<file path="config.mk">
export PLATFORM = sky130hd
export DESIGN_NAME = muldiv_seq
export DESIGN_NICKNAME = d
export VERILOG_FILES = /design/src/rtl/muldiv_pkg.sv /design/src/rtl/twos_abs.sv /design/src/rtl/muldiv_seq.sv
export SDC_FILE = /design/constraint.sdc
export NUM_CORES = 1
export LEC_CHECK = 0
export CAP_MARGIN = 20
export CELL_PAD_IN_SITES_DETAIL_PLACEMENT = 0
export CELL_PAD_IN_SITES_GLOBAL_PLACEMENT = 1
export CORE_MARGIN = 1.5
export CORE_UTILIZATION = 45
export CTS_CLUSTER_SIZE = 16
export DETAILED_ROUTE_END_ITERATION = 12
export MAX_ROUTING_LAYER = met4
export PLACE_DENSITY = 0.8
export SLEW_MARGIN = 30
export SYNTH_ARGS = -nofsm -noshare
export SYNTH_HDL_FRONTEND = slang
export SYNTH_HIERARCHICAL = 1
export SYNTH_SLANG_ARGS = --single-unit
</file>
<file path="constraint.sdc">
create_clock -name clk -period 3.67 [get_ports clk]
set_input_delay 0.734 -clock clk [delete_from_list [all_inputs] [get_ports clk]]
set_output_delay 0.734 -clock clk [all_outputs]
set_load 0.05 [all_outputs]
</file>
<file path="src/rtl/muldiv_pkg.sv">
// Shared definitions for the iterative signed multiply/divide sequencer.
package muldiv_pkg;

  localparam int unsigned DefWidth = 32;

  typedef enum logic [1:0] {
    StIdle,
    StMrun,
    StDrun,
    StFix
  } state_e;

  // Iteration counter width for a given operand width.
  function automatic int unsigned cnt_width(input int unsigned w);
    return $clog2(w) + 1;
  endfunction

endpackage

</file>
<file path="src/rtl/twos_abs.sv">
// Combinational conditional two's-complement negate.
module twos_abs #(
  parameter int unsigned WIDTH = 32
) (
  input  logic [WIDTH-1:0] value,
  input  logic             neg,
  output logic [WIDTH-1:0] result
);

  assign result = neg ? (~value + WIDTH'(1)) : value;

endmodule

</file>
<file path="src/rtl/muldiv_seq.sv">
// Sequencer and datapath for signed MULT/DIV: 32-step shift-add multiply and
// restoring divide on operand magnitudes, with sign fix-up in a final state.
module muldiv_seq
  import muldiv_pkg::*;
#(
  parameter int unsigned WIDTH = DefWidth
) (
  input  logic             clk,
  input  logic             reset,
  input  logic             MULT_control,
  input  logic             DIV_control,
  input  logic [WIDTH-1:0] A,
  input  logic [WIDTH-1:0] B,
  output logic [WIDTH-1:0] HI,
  output logic [WIDTH-1:0] LO,
  output logic             busy,
  output logic             multStop,
  output logic             divStop,
  output logic             div_zero
);

  localparam int unsigned CntW = cnt_width(WIDTH);
  localparam logic [CntW-1:0] LastIter = CntW'(WIDTH - 1);

  state_e             state_q, state_d;
  logic [CntW-1:0]    cnt_q, cnt_d;
  logic [WIDTH-1:0]   ma_q, ma_d, mb_q, mb_d;
  logic               sign_p_q, sign_p_d, sign_r_q, sign_r_d;
  logic               is_div_q, is_div_d;
  logic [2*WIDTH-1:0] prod_q, prod_d;
  logic [WIDTH-1:0]   hi_q, hi_d, lo_q, lo_d;
  logic               mult_stop_q, mult_stop_d, div_stop_q, div_stop_d;
  logic               div_zero_q, div_zero_d;
  logic               mult_ctl_q, div_ctl_q;

  logic               mult_start, div_start;
  logic [WIDTH-1:0]   a_mag, b_mag, quot_fix, rem_fix;
  logic [2*WIDTH-1:0] prod_fix;
  logic [WIDTH:0]     mul_add, mul_sum, div_part, div_diff;

  assign mult_start = MULT_control & ~mult_ctl_q;
  assign div_start  = DIV_control & ~div_ctl_q;

  twos_abs #(.WIDTH(WIDTH)) u_a_abs (.value(A), .neg(A[WIDTH-1]), .result(a_mag));
  twos_abs #(.WIDTH(WIDTH)) u_b_abs (.value(B), .neg(B[WIDTH-1]), .result(b_mag));
  twos_abs #(.WIDTH(2*WIDTH)) u_prod_fix (.value(prod_q), .neg(sign_p_q), .result(prod_fix));
  twos_abs #(.WIDTH(WIDTH)) u_quot_fix (
    .value (prod_q[WIDTH-1:0]),
    .neg   (sign_p_q),
    .result(quot_fix)
  );
  twos_abs #(.WIDTH(WIDTH)) u_rem_fix (
    .value (prod_q[2*WIDTH-1:WIDTH]),
    .neg   (sign_r_q),
    .result(rem_fix)
  );

  // Multiply: upper half accumulates, whole register shifts right each step.
  assign mul_add = prod_q[0] ? {1'b0, ma_q} : '0;
  assign mul_sum = {1'b0, prod_q[2*WIDTH-1:WIDTH]} + mul_add;

  // Divide: prod holds {remainder, quotient}; partial remainder is WIDTH+1 bits.
  assign div_part = prod_q[2*WIDTH-1:WIDTH-1];
  assign div_diff = div_part - {1'b0, mb_q};

  always_comb begin
    state_d     = state_q;
    cnt_d       = cnt_q;
    ma_d        = ma_q;
    mb_d        = mb_q;
    sign_p_d    = sign_p_q;
    sign_r_d    = sign_r_q;
    is_div_d    = is_div_q;
    prod_d      = prod_q;
    hi_d        = hi_q;
    lo_d        = lo_q;
    mult_stop_d = 1'b0;
    div_stop_d  = 1'b0;
    div_zero_d  = 1'b0;
    unique case (state_q)
      StIdle: begin
        if (mult_start || (div_start && (B != '0))) begin
          ma_d     = a_mag;
          mb_d     = b_mag;
          sign_p_d = A[WIDTH-1] ^ B[WIDTH-1];
          sign_r_d = A[WIDTH-1];
          cnt_d    = '0;
        end
        if (mult_start) begin
          state_d  = StMrun;
          is_div_d = 1'b0;
          prod_d   = {{WIDTH{1'b0}}, b_mag};
        end else if (div_start) begin
          if (B == '0) begin
            div_stop_d = 1'b1;
            div_zero_d = 1'b1;
          end else begin
            state_d  = StDrun;
            is_div_d = 1'b1;
            prod_d   = {{WIDTH{1'b0}}, a_mag};
          end
        end
      end
      StMrun: begin
        prod_d = {mul_sum, prod_q[WIDTH-1:1]};
        cnt_d  = cnt_q + CntW'(1);
        if (cnt_q == LastIter) state_d = StFix;
      end
      StDrun: begin
        if (!div_diff[WIDTH]) prod_d = {div_diff[WIDTH-1:0], prod_q[WIDTH-2:0], 1'b1};
        else                  prod_d = {prod_q[2*WIDTH-2:0], 1'b0};
        cnt_d = cnt_q + CntW'(1);
        if (cnt_q == LastIter) state_d = StFix;
      end
      StFix: begin
        state_d = StIdle;
        if (is_div_q) begin
          hi_d       = rem_fix;
          lo_d       = quot_fix;
          div_stop_d = 1'b1;
        end else begin
          hi_d        = prod_fix[2*WIDTH-1:WIDTH];
          lo_d        = prod_fix[WIDTH-1:0];
          mult_stop_d = 1'b1;
        end
      end
      default: state_d = StIdle;
    endcase
  end

  always_ff @(posedge clk) begin
    if (reset) begin
      state_q     <= StIdle;
      cnt_q       <= '0;
      ma_q        <= '0;
      mb_q        <= '0;
      sign_p_q    <= 1'b0;
      sign_r_q    <= 1'b0;
      is_div_q    <= 1'b0;
      prod_q      <= '0;
      hi_q        <= '0;
      lo_q        <= '0;
      mult_stop_q <= 1'b0;
      div_stop_q  <= 1'b0;
      div_zero_q  <= 1'b0;
      mult_ctl_q  <= 1'b0;
      div_ctl_q   <= 1'b0;
    end else begin
      state_q     <= state_d;
      cnt_q       <= cnt_d;
      ma_q        <= ma_d;
      mb_q        <= mb_d;
      sign_p_q    <= sign_p_d;
      sign_r_q    <= sign_r_d;
      is_div_q    <= is_div_d;
      prod_q      <= prod_d;
      hi_q        <= hi_d;
      lo_q        <= lo_d;
      mult_stop_q <= mult_stop_d;
      div_stop_q  <= div_stop_d;
      div_zero_q  <= div_zero_d;
      mult_ctl_q  <= MULT_control;
      div_ctl_q   <= DIV_control;
    end
  end

  assign HI       = hi_q;
  assign LO       = lo_q;
  assign busy     = (state_q != StIdle);
  assign multStop = mult_stop_q;
  assign divStop  = div_stop_q;
  assign div_zero = div_zero_q;

endmodule

</file>
# After elaboration in Yosys (flattened, before gate mapping)
# Cells that the tools add are included.
[word_totals]
ff_bits = 208
input_bits = 68
out_inout_bits = 68
[op_classes]
add_sub_neg = 8
n_eq_ne = 9
muxes = 29
bitwise = 12
reduce_logical = 17
[ops]
columns = ["op", "count"]
rows = [
  ["$mux 64", 5],
  ["$mux 32", 7],
  ["$pmux 64 s3", 1],
  ["$add 32x1->32 const B", 4],
  ["$not 32->32", 4],
  ["$add 64x1->64 const B", 1],
  ["$not 64->64", 1],
  ["$add 32x32->33", 1],
  ["$sub 33x32->33", 1],
  ["$logic_not 32->1", 1],
  ["$reduce_bool 32->1", 1],
  ["$pmux 6 s2", 1],
  ["$reduce_and 3->1", 3],
  ["$mux 1", 8],
  ["$mux 2", 4],
  ["$add 6x1->6 const B", 1],
  ["$eq 6x5->1 const B", 1],
  ["$mux 6", 1],
  ["$ne 3x3->1 const B", 2],
  ["$pmux 2 s3", 1],
  ["$reduce_bool 2->1", 3],
  ["$reduce_or 2->1", 3],
  ["$eq 2x2->1 const B", 2],
  ["$ne 2x2->1 const B", 2],
  ["other kinds (11)", 16],
]

# Longest topological paths before layout
# Gate-level depths: netlist of run 1.
[depth]
depth_word = 7
depth_mapped = 16
depth_no_buf = 14

# Hierarchy
# Netlist of run 1, hierarchy kept.
[modules_own_cells]
columns = ["mod", "n_inst", "cells_each", "area_each_um2", "seq_area_each_um2"]
rows = [
  ["muldiv_seq", 1, 1598, 12609.6, 4164.0],
  ["twos_abs (u_a_abs ...)", 3, 99, 777.0, 0.0],
  ["twos_abs (u_prod_fix)", 1, 206, 1649.1, 0.0],
  ["twos_abs (u_rem_fix)", 1, 105, 744.5, 0.0],
]

# Worst setup path after synthesis of run 1
# Ideal clock, no wire load.
[synth_timing]
path_kind = "register to register"
startpoint = "register prod_q[0]"
endpoint = "register prod_q[61]"
setup_ns = 0.128
arrival_time_ns = 3.165
slack_ns = 0.377
path_stages_with_launch = 15
n_path_buf = 1
synth_period_minus_slack_ns = 3.293
path_cell_list = "dfxtp_1 -> clkbuf_1 -> and2_1 -> ha_1 -> fa_1 -> a21oi_1 -> o22ai_1 -> o21ai_0 -> nor3_1 -> o22ai_1 -> o21ai_1 -> a31o_2 -> xor2_1 -> a221oi_1 -> nor2_1"
[synth_between]
elab_chain_len = 3
[synth_rtl]
columns = ["element", "line", "rtl"]
rows = [
  ["start: declaration", "muldiv_seq.sv:30", "logic [2*WIDTH-1:0] prod_q, prod_d;"],
  ["start signal: assignment", "muldiv_seq.sv:156", "prod_q <= prod_d;"],
  ["$mux 32", "muldiv_seq.sv:59", "assign mul_add = prod_q[0] ? {1'b0, ma_q} : '0;"],
  ["$add 32x32->33", "muldiv_seq.sv:60", "assign mul_sum = {1'b0, prod_q[2*WIDTH-1:WIDTH]} + mul_add;"],
  ["$pmux 64 s3", "muldiv_seq.sv:80", "unique case (state_q)"],
]
# Every way passes these cells.
# A chain may end at the register's enable or synchronous reset.

# Worst setup path after layout of run 1
[layout_timing]
startpoint = "register state_q[0]"
endpoint = "output busy"
[layout_between]
elab_chain_len = 1
[layout_rtl]
columns = ["element", "line", "rtl"]
rows = [
  ["start: declaration", "muldiv_seq.sv:25", "state_e state_q, state_d;"],
  ["start signal: assignment", "muldiv_seq.sv:133", "state_q <= StIdle;"],
  ["start signal: assignment", "muldiv_seq.sv:149", "state_q <= state_d;"],
  ["$reduce_bool 2->1", "muldiv_seq.sv:169", "assign busy = (state_q != StIdle);"],
  ["end: declaration", "muldiv_seq.sv:16", "output logic busy,"],
]
# Every way passes these cells.

==> results of run 1 <==
stage by stage:
| stage | cell area, µm² | instances | setup slack (ns) | hold slack (ns) | util (%) |
|---|---|---|---|---|---|
| floorplan | 17300 | 2206 | 0.377 | 0.432 | - |
| global placement | 19900 | 2841 | 0.0861 | 0.440 | 52.7 |
| detailed placement | 19900 | 2841 | 0.00213 | 0.442 | 52.7 |
| CTS | 20800 | 2886 | 0.0775 | 0.451 | 55.0 |
| global route | 20800 | 2892 | 0.0867 | 0.465 | 55.2 |
| finish | 20800 | 2892 | 0.131 | 0.449 | 55.2 |
per-layer routing:
metal / wire length, µm / GRT usage [%] / vias up
li1: - / - / 8382
met1: 26900 / 41.0 / 8236
met2: 26400 / 46.9 / 637
met3: 4470 / 4.07 / 112
met4: 2320 / 11.9 / 0
met5: 0 / - / -
synthesized netlist by cell type, types with 18 or more instances:
library cell,instances,share of area (%)
nand2_1,317,6.9
xnor2_1,218,11
dfxtp_1,208,24
a21oi_1,170,4.9
nor2_1,157,3.4
clkbuf_1,109,2.4
o21ai_0,83,2.4
ha_1,75,5.4
a211oi_1,69,3.0
inv_1,65,1.4
mux2i_1,64,3.7
o31ai_1,58,2.5
and2_1,36,1.3
nand3_1,36,1.0
a221oi_1,34,1.7
a311oi_1,34,1.7
o41ai_1,27,1.4
a21o_1,26,1.1
nor3_1,26,0.75
xor2_1,25,1.3
nand4_1,23,0.83
a22oi_1,22,0.95
nor4_1,20,0.72
o41ai_2,19,1.8
nand2b_1,18,0.65
power groups by stage:
stage / logic (W) / clock network [W] / registers (W)
after detailed placement: 0.00667 / 0 / 0.00308
after global routing: 0.00733 / 0.00279 / 0.00309
after global placement: 0.00660 / 0 / 0.00306
final: 0.00678 / 0.00266 / 0.00304
after floorplan: 0.00430 / 0 / 0.00340
after CTS: 0.00669 / 0.00270 / 0.00303
cell type report:
| type | count | area, µm² |
|---|---|---|
| Sequential cell | 208 | 4170 |
| Tap cell | 511 | 639 |
| Fill cell | 3612 | 16900 |
| Clock inverter | 11 | 153 |
| Clock buffer | 34 | 731 |
| Multi-Input combinational cell | 1798 | 12400 |
| Inverter | 65 | 244 |
| Timing Repair Buffer | 265 | 2470 |
logic make-up after synthesis:
family	synth area share (%)
AND/OR/NAND/NOR	22.1
AO/OA/AOI/OAI	26.3
XOR/XNOR	12.4
flip-flops	24.0
buffers and inverters	4.58
multiplexers	4.93
adder cells (fa/ha/maj)	5.64
critical path: stages (launching register included):
cell and delay [ns]:
dfxtp_1 0.45, inv_1 0.11, ha_1 0.44, inv_1 0.36, clkdlybuf4s50_1 0.87
flip-flops by register name, summed over array words and instances, names as in the netlist, 2 cells and up:
| signal | count |
|---|---|
| LO | 32 |
| mb_q | 32 |
| state_q | 2 |
| cnt_q | 6 |
| prod_q | 64 |
| HI | 32 |
| ma_q | 32 |
what timing repair did:
item | in CTS | in global routing
setup buffers | 0 | 5
resized for setup | 0 | 2
endpoints found under the setup margin | 0 | 17
hold buffers | 0 | 0
path summary, 6_finish.rpt:
check                                from                 endpoint  slack (ns)
setup / recovery  state_q[0]$_SDFFE_PP0P_                     busy        0.13
hold / removal      ma_q[16]$_SDFFE_PP0P_    ma_q[16]$_SDFFE_PP0P_        0.45
setup reg to reg     mb_q[0]$_SDFFE_PP0P_  prod_q[41]$_SDFFE_PP0P_        0.22
hold reg to reg     ma_q[16]$_SDFFE_PP0P_    ma_q[16]$_SDFFE_PP0P_        0.45
==> reports/results.tsv, run 1 <==
metric	value	unit
ys_seq_area_share	24.0	%
final_max_slew_viol_count	0	
cp-end-kind	output pin	
initial_core_util	45.9	%
final_common_cell	nand2_1	
rsz0062_at_grt	false	
relSlewSlack	37.2	%
fp.dieH	199	µm
core_area	37800	µm²
min_period	3.54	ns
min_path_cells	2	
fin_tns_setup	0	ns
diodes	0	
drt-initial-drc-count	1463	
worstMarginPinSlew	0.941	ns
nNetsFinal	2509	
synthToLayoutAreaGrowth	20.2	%
overflow	0	
p_per_area	599	nW/µm²
grt_pass1_wl	91900	µm
cts_htree_levels	1	
io_buffers	135	
vdd_ir_drop_max	0.425	mV
routedWlPerCell	20.8	µm
antenna_found_initial	0	
required	2.94	ns
timing.final.crit_share	96.4	%
sw_frac_of_total	45.3	%
critical_path_arrival	2.80	ns
route.detailed.drc	0	
crit_type	register to output pin	
dpl.hpwl	46000	µm
mappedNetlistArea	17300	µm²
grt_pass1_vias	16100	
setup-violations-final	0	
drt_first_pass_iters	6	
cts_made_buffers	26	
clock_latency	0.56	ns
p_switching	0.00565	W
max_freq	283	MHz
grt_max_degree	98	
crit_fanout	11	
avgSynthCellArea	7.86	µm²
vias_per_cell	6.01	
syn-num-nets	2351	
rows	71	
clock-root-buffer	clkbuf_16	
status	finished, final reports clean	
hold_viol	0	
skew	0.0207	ns
dieArea	39700	µm²
die-width	199	µm
path_clk_slew	0.06	ns
cap_violations	0	
synth.distinct_cells	87	
hold_path.class	register to register	
async_flop_share	0	%
cts_tree	built	
ios	136	
r2r_cells	13	
seqPwrFrac	24.3	%
internal_power	0.00683	W
gp_congestion	0.935	
yosysWarnings	6	
clkPwrFrac	21.3	%
drt_wl_total	60100	µm
synth_seq_cells	208	
setup.worst_path.start_class	register	
postRouteAntennaNets	0	
track_usage	30.7	%
syn_inst	2206	
synthFlopType	dfxtp_1	
synth-edff-count	0	
drive_gt1_share	12.1	%
cts_num_sinks	208	
final_cell_mix	317 x nand2_1, 218 x xnor2_1, 205 x dfxtp_1, 169 x a21oi_1, 157 x nor2_1	
pwr-share-comb	54.3	%
clk_path_buf_depth	3	
vias	17400	
total_power	0.0125	W
power.leakage	7.83	nW
Power figures use the tool's default switching activity.
==> inputs of run 2 (changes only) <==
CTS_CLUSTER_DIAMETER = 100   (was default)
==> run 2 against run 1 <==
Register-to-register slack got worse by 0.05 ns; first-iteration DRC count increased by 6.8%; critical endpoint is now prod_q[61]$_SDFFE_PP0P_; setup slack better by 0.042 ns; final area down 1.6%; via count shrank 0.67%; die area unchanged; global-route usage about the same.
==> reports/results.tsv, run 2 (synthesis results as in run 1) <==
metric	value	unit	change
min_period	3.50	ns	was 3.54 ns
hold_viol	0		unchanged
drt_wl_total	60200	µm	was 60100 µm
fin_tns_setup	0	ns	unchanged
antenna_found_initial	0		unchanged
power.leakage	7.67	nW	was 7.83 nW
clock_latency	0.52	ns	was 0.56 ns
cp_slowest_cell	fa_1		was clkdlybuf4s50_1
final_max_slew_viol_count	0		unchanged
rsz0062_at_grt	false		unchanged
grt_pass1_wl	91800	µm	was 91900 µm
vdd_ir_drop_max	0.331	mV	was 0.425 mV
crit_type	register to register		was register to output pin
drt-initial-drc-count	1562		was 1463
setup-violations-final	0		unchanged
clk_path_buf_depth	3		unchanged
crit_fanout	10		was 11
diodes	0		unchanged
fillers	3638		was 3612
cts_htree_levels	1		unchanged
regMostFlops	prod_q		unchanged
io_buffers	135		unchanged
vias_per_cell	6.01		about the same
die-width	199	µm	unchanged
synthToLayoutAreaGrowth	18.3	%	was 20.2%
multi_input_area	12400	µm²	unchanged
drive_gt1_share	11.4	%	was 12.1%
initial_core_util	45.9	%	unchanged
holdBufCountCts	0		unchanged
largest_register_ff_count	64		unchanged
path_clk_slew	0.08	ns	was 0.06 ns
max_freq	286	MHz	was 283 MHz
cap_violations	0		unchanged
track_usage	30.7	%	about the same
p_per_area	575	nW/µm²	was 599 nW/µm²
final_cell_mix	317 x nand2_1, 218 x xnor2_1, 206 x dfxtp_1, 169 x a21oi_1, 157 x nor2_1		was 317 x nand2_1, 218 x xnor2_1, 205 x dfxtp_1, 169 x a21oi_1, 157 x nor2_1
dpl.hpwl	46000	µm	unchanged
crit_chain	and2_1 > ha_1 > fa_1 > a21oi_1 > o22ai_1 > o21ai_0 > buf_4 > nor3_1 > o22ai_1 > buf_4 > o21ai_1 > a31o_2 > xor2_1 > a221oi_1 > nor2_1		was inv_1 > ha_1 > inv_1 > clkdlybuf4s50_1
critical_path_arrival	3.89	ns	was 2.80 ns
max_stage_delay	0.45	ns	was 0.87 ns
hold_path.class	register to register		unchanged
overflow	0		unchanged
core_area	37800	µm²	unchanged
grt_max_degree	98		unchanged
nNetsFinal	2501		was 2509
dieArea	39700	µm²	unchanged
grt_pass1_vias	16000		was 16100
routedWlPerCell	21.0	µm	was 20.8 µm
timing.final.crit_share	95.3	%	was 96.4%
regArea	4170	µm²	about the same
cts_num_sinks	208		unchanged
cp-end-kind	register		was output pin
route.detailed.drc	0		unchanged
vias	17300		was 17400
cts_tree	built		unchanged
status	finished, final reports clean		unchanged
ios	136		unchanged
worstMarginPinSlew	0.939	ns	was 0.941 ns
postRouteAntennaNets	0		unchanged
fp.dieH	199	µm	unchanged
relSlewSlack	37.4	%	was 37.2%
drt_first_pass_iters	6		unchanged
required	4.06	ns	was 2.94 ns
clock-root-buffer	clkbuf_16		unchanged
setup.worst_path.start_class	register		unchanged
rows	71		unchanged
skew	0.0281	ns	was 0.0207 ns
total_power	0.0118	W	was 0.0125 W
cts_made_buffers	18		was 26
gp_congestion	0.935		unchanged
final_common_cell	nand2_1		unchanged
-- run 2: changes by cell type in the layout (fill, tap and decap cells not counted), moves of 2 or more --
cell and delta:
clkinvlp_4 -2, clkinv_2 -3, clkbuf_16 -7, bufinv_16 -2, clkbuf_8 -5
-- run 2: critical path, delay by kind of cell (launching register included) --
kind,cells,cell delay (ns)
compound gates,7,1.44
fa+ha+maj,2,0.65
simple gates,3,0.35
buf+inv,2,0.34
xor+xnor,1,0.14
flops,1,0.43
-- run 2: repair_timing --
action,in CTS,in global routing
setup buffers,0,5
endpoints found under the setup margin,0,16
resized for setup,0,1
-- run 2: layout make-up --
type                    count  share of cell area (%)
flip-flops and latches    208                    20.3
inverters                  65                    1.19
clock buffers              21                    2.36
repair buffers            265                    12.1
multi-input cells        1798                    60.6
clock inverters             4                   0.317
well taps                 511                    3.12
-- run 2: worst paths after layout --
| path | slack, ns | cells past startpoint | from | to |
|---|---|---|---|---|
| worst min-delay path | 0.45 | 2 | ma_q[16]$_SDFFE_PP0P_ | ma_q[16]$_SDFFE_PP0P_ |
| worst max register to register | 0.17 | 15 | prod_q[0]$_SDFFE_PP0P_ | prod_q[61]$_SDFFE_PP0P_ |
| worst min register to register | 0.45 | 2 | ma_q[16]$_SDFFE_PP0P_ | ma_q[16]$_SDFFE_PP0P_ |
| worst max-delay path | 0.17 | 15 | prod_q[0]$_SDFFE_PP0P_ | prod_q[61]$_SDFFE_PP0P_ |
-- run 2: report_power, final --
part           switching, W  internal (W)  total (W)
clock network      0.000942       0.00102    0.00196
logic               0.00422       0.00257    0.00679
registers          0.000383       0.00265    0.00303
-- run 2: through the flow --
step | setup slack [ns] | instances | utilization, % | hold slack, ns | instance area [µm²]
6_report | 0.173 | 2872 | 54.3 | 0.451 | 20500
5_1_grt | 0.00421 | 2872 | 54.3 | 0.466 | 20500
4_1_cts | 0.0840 | 2866 | 54.1 | 0.452 | 20400
3_5_place_dp | 0.00213 | 2841 | 52.7 | 0.442 | 19900
3_3_place_gp | 0.0861 | 2841 | 52.7 | 0.440 | 19900
2_1_floorplan | 0.377 | 2206 | - | 0.432 | 17300
-- run 2: routing by layer --
layer	vias up	share of wire [%]	GRT usage (%)
li1	8338	-	-
met1	8189	45	41.0
met2	619	44	47.2
met3	105	6.9	4.22
met4	0	3.9	11.2
met5	-	0	-
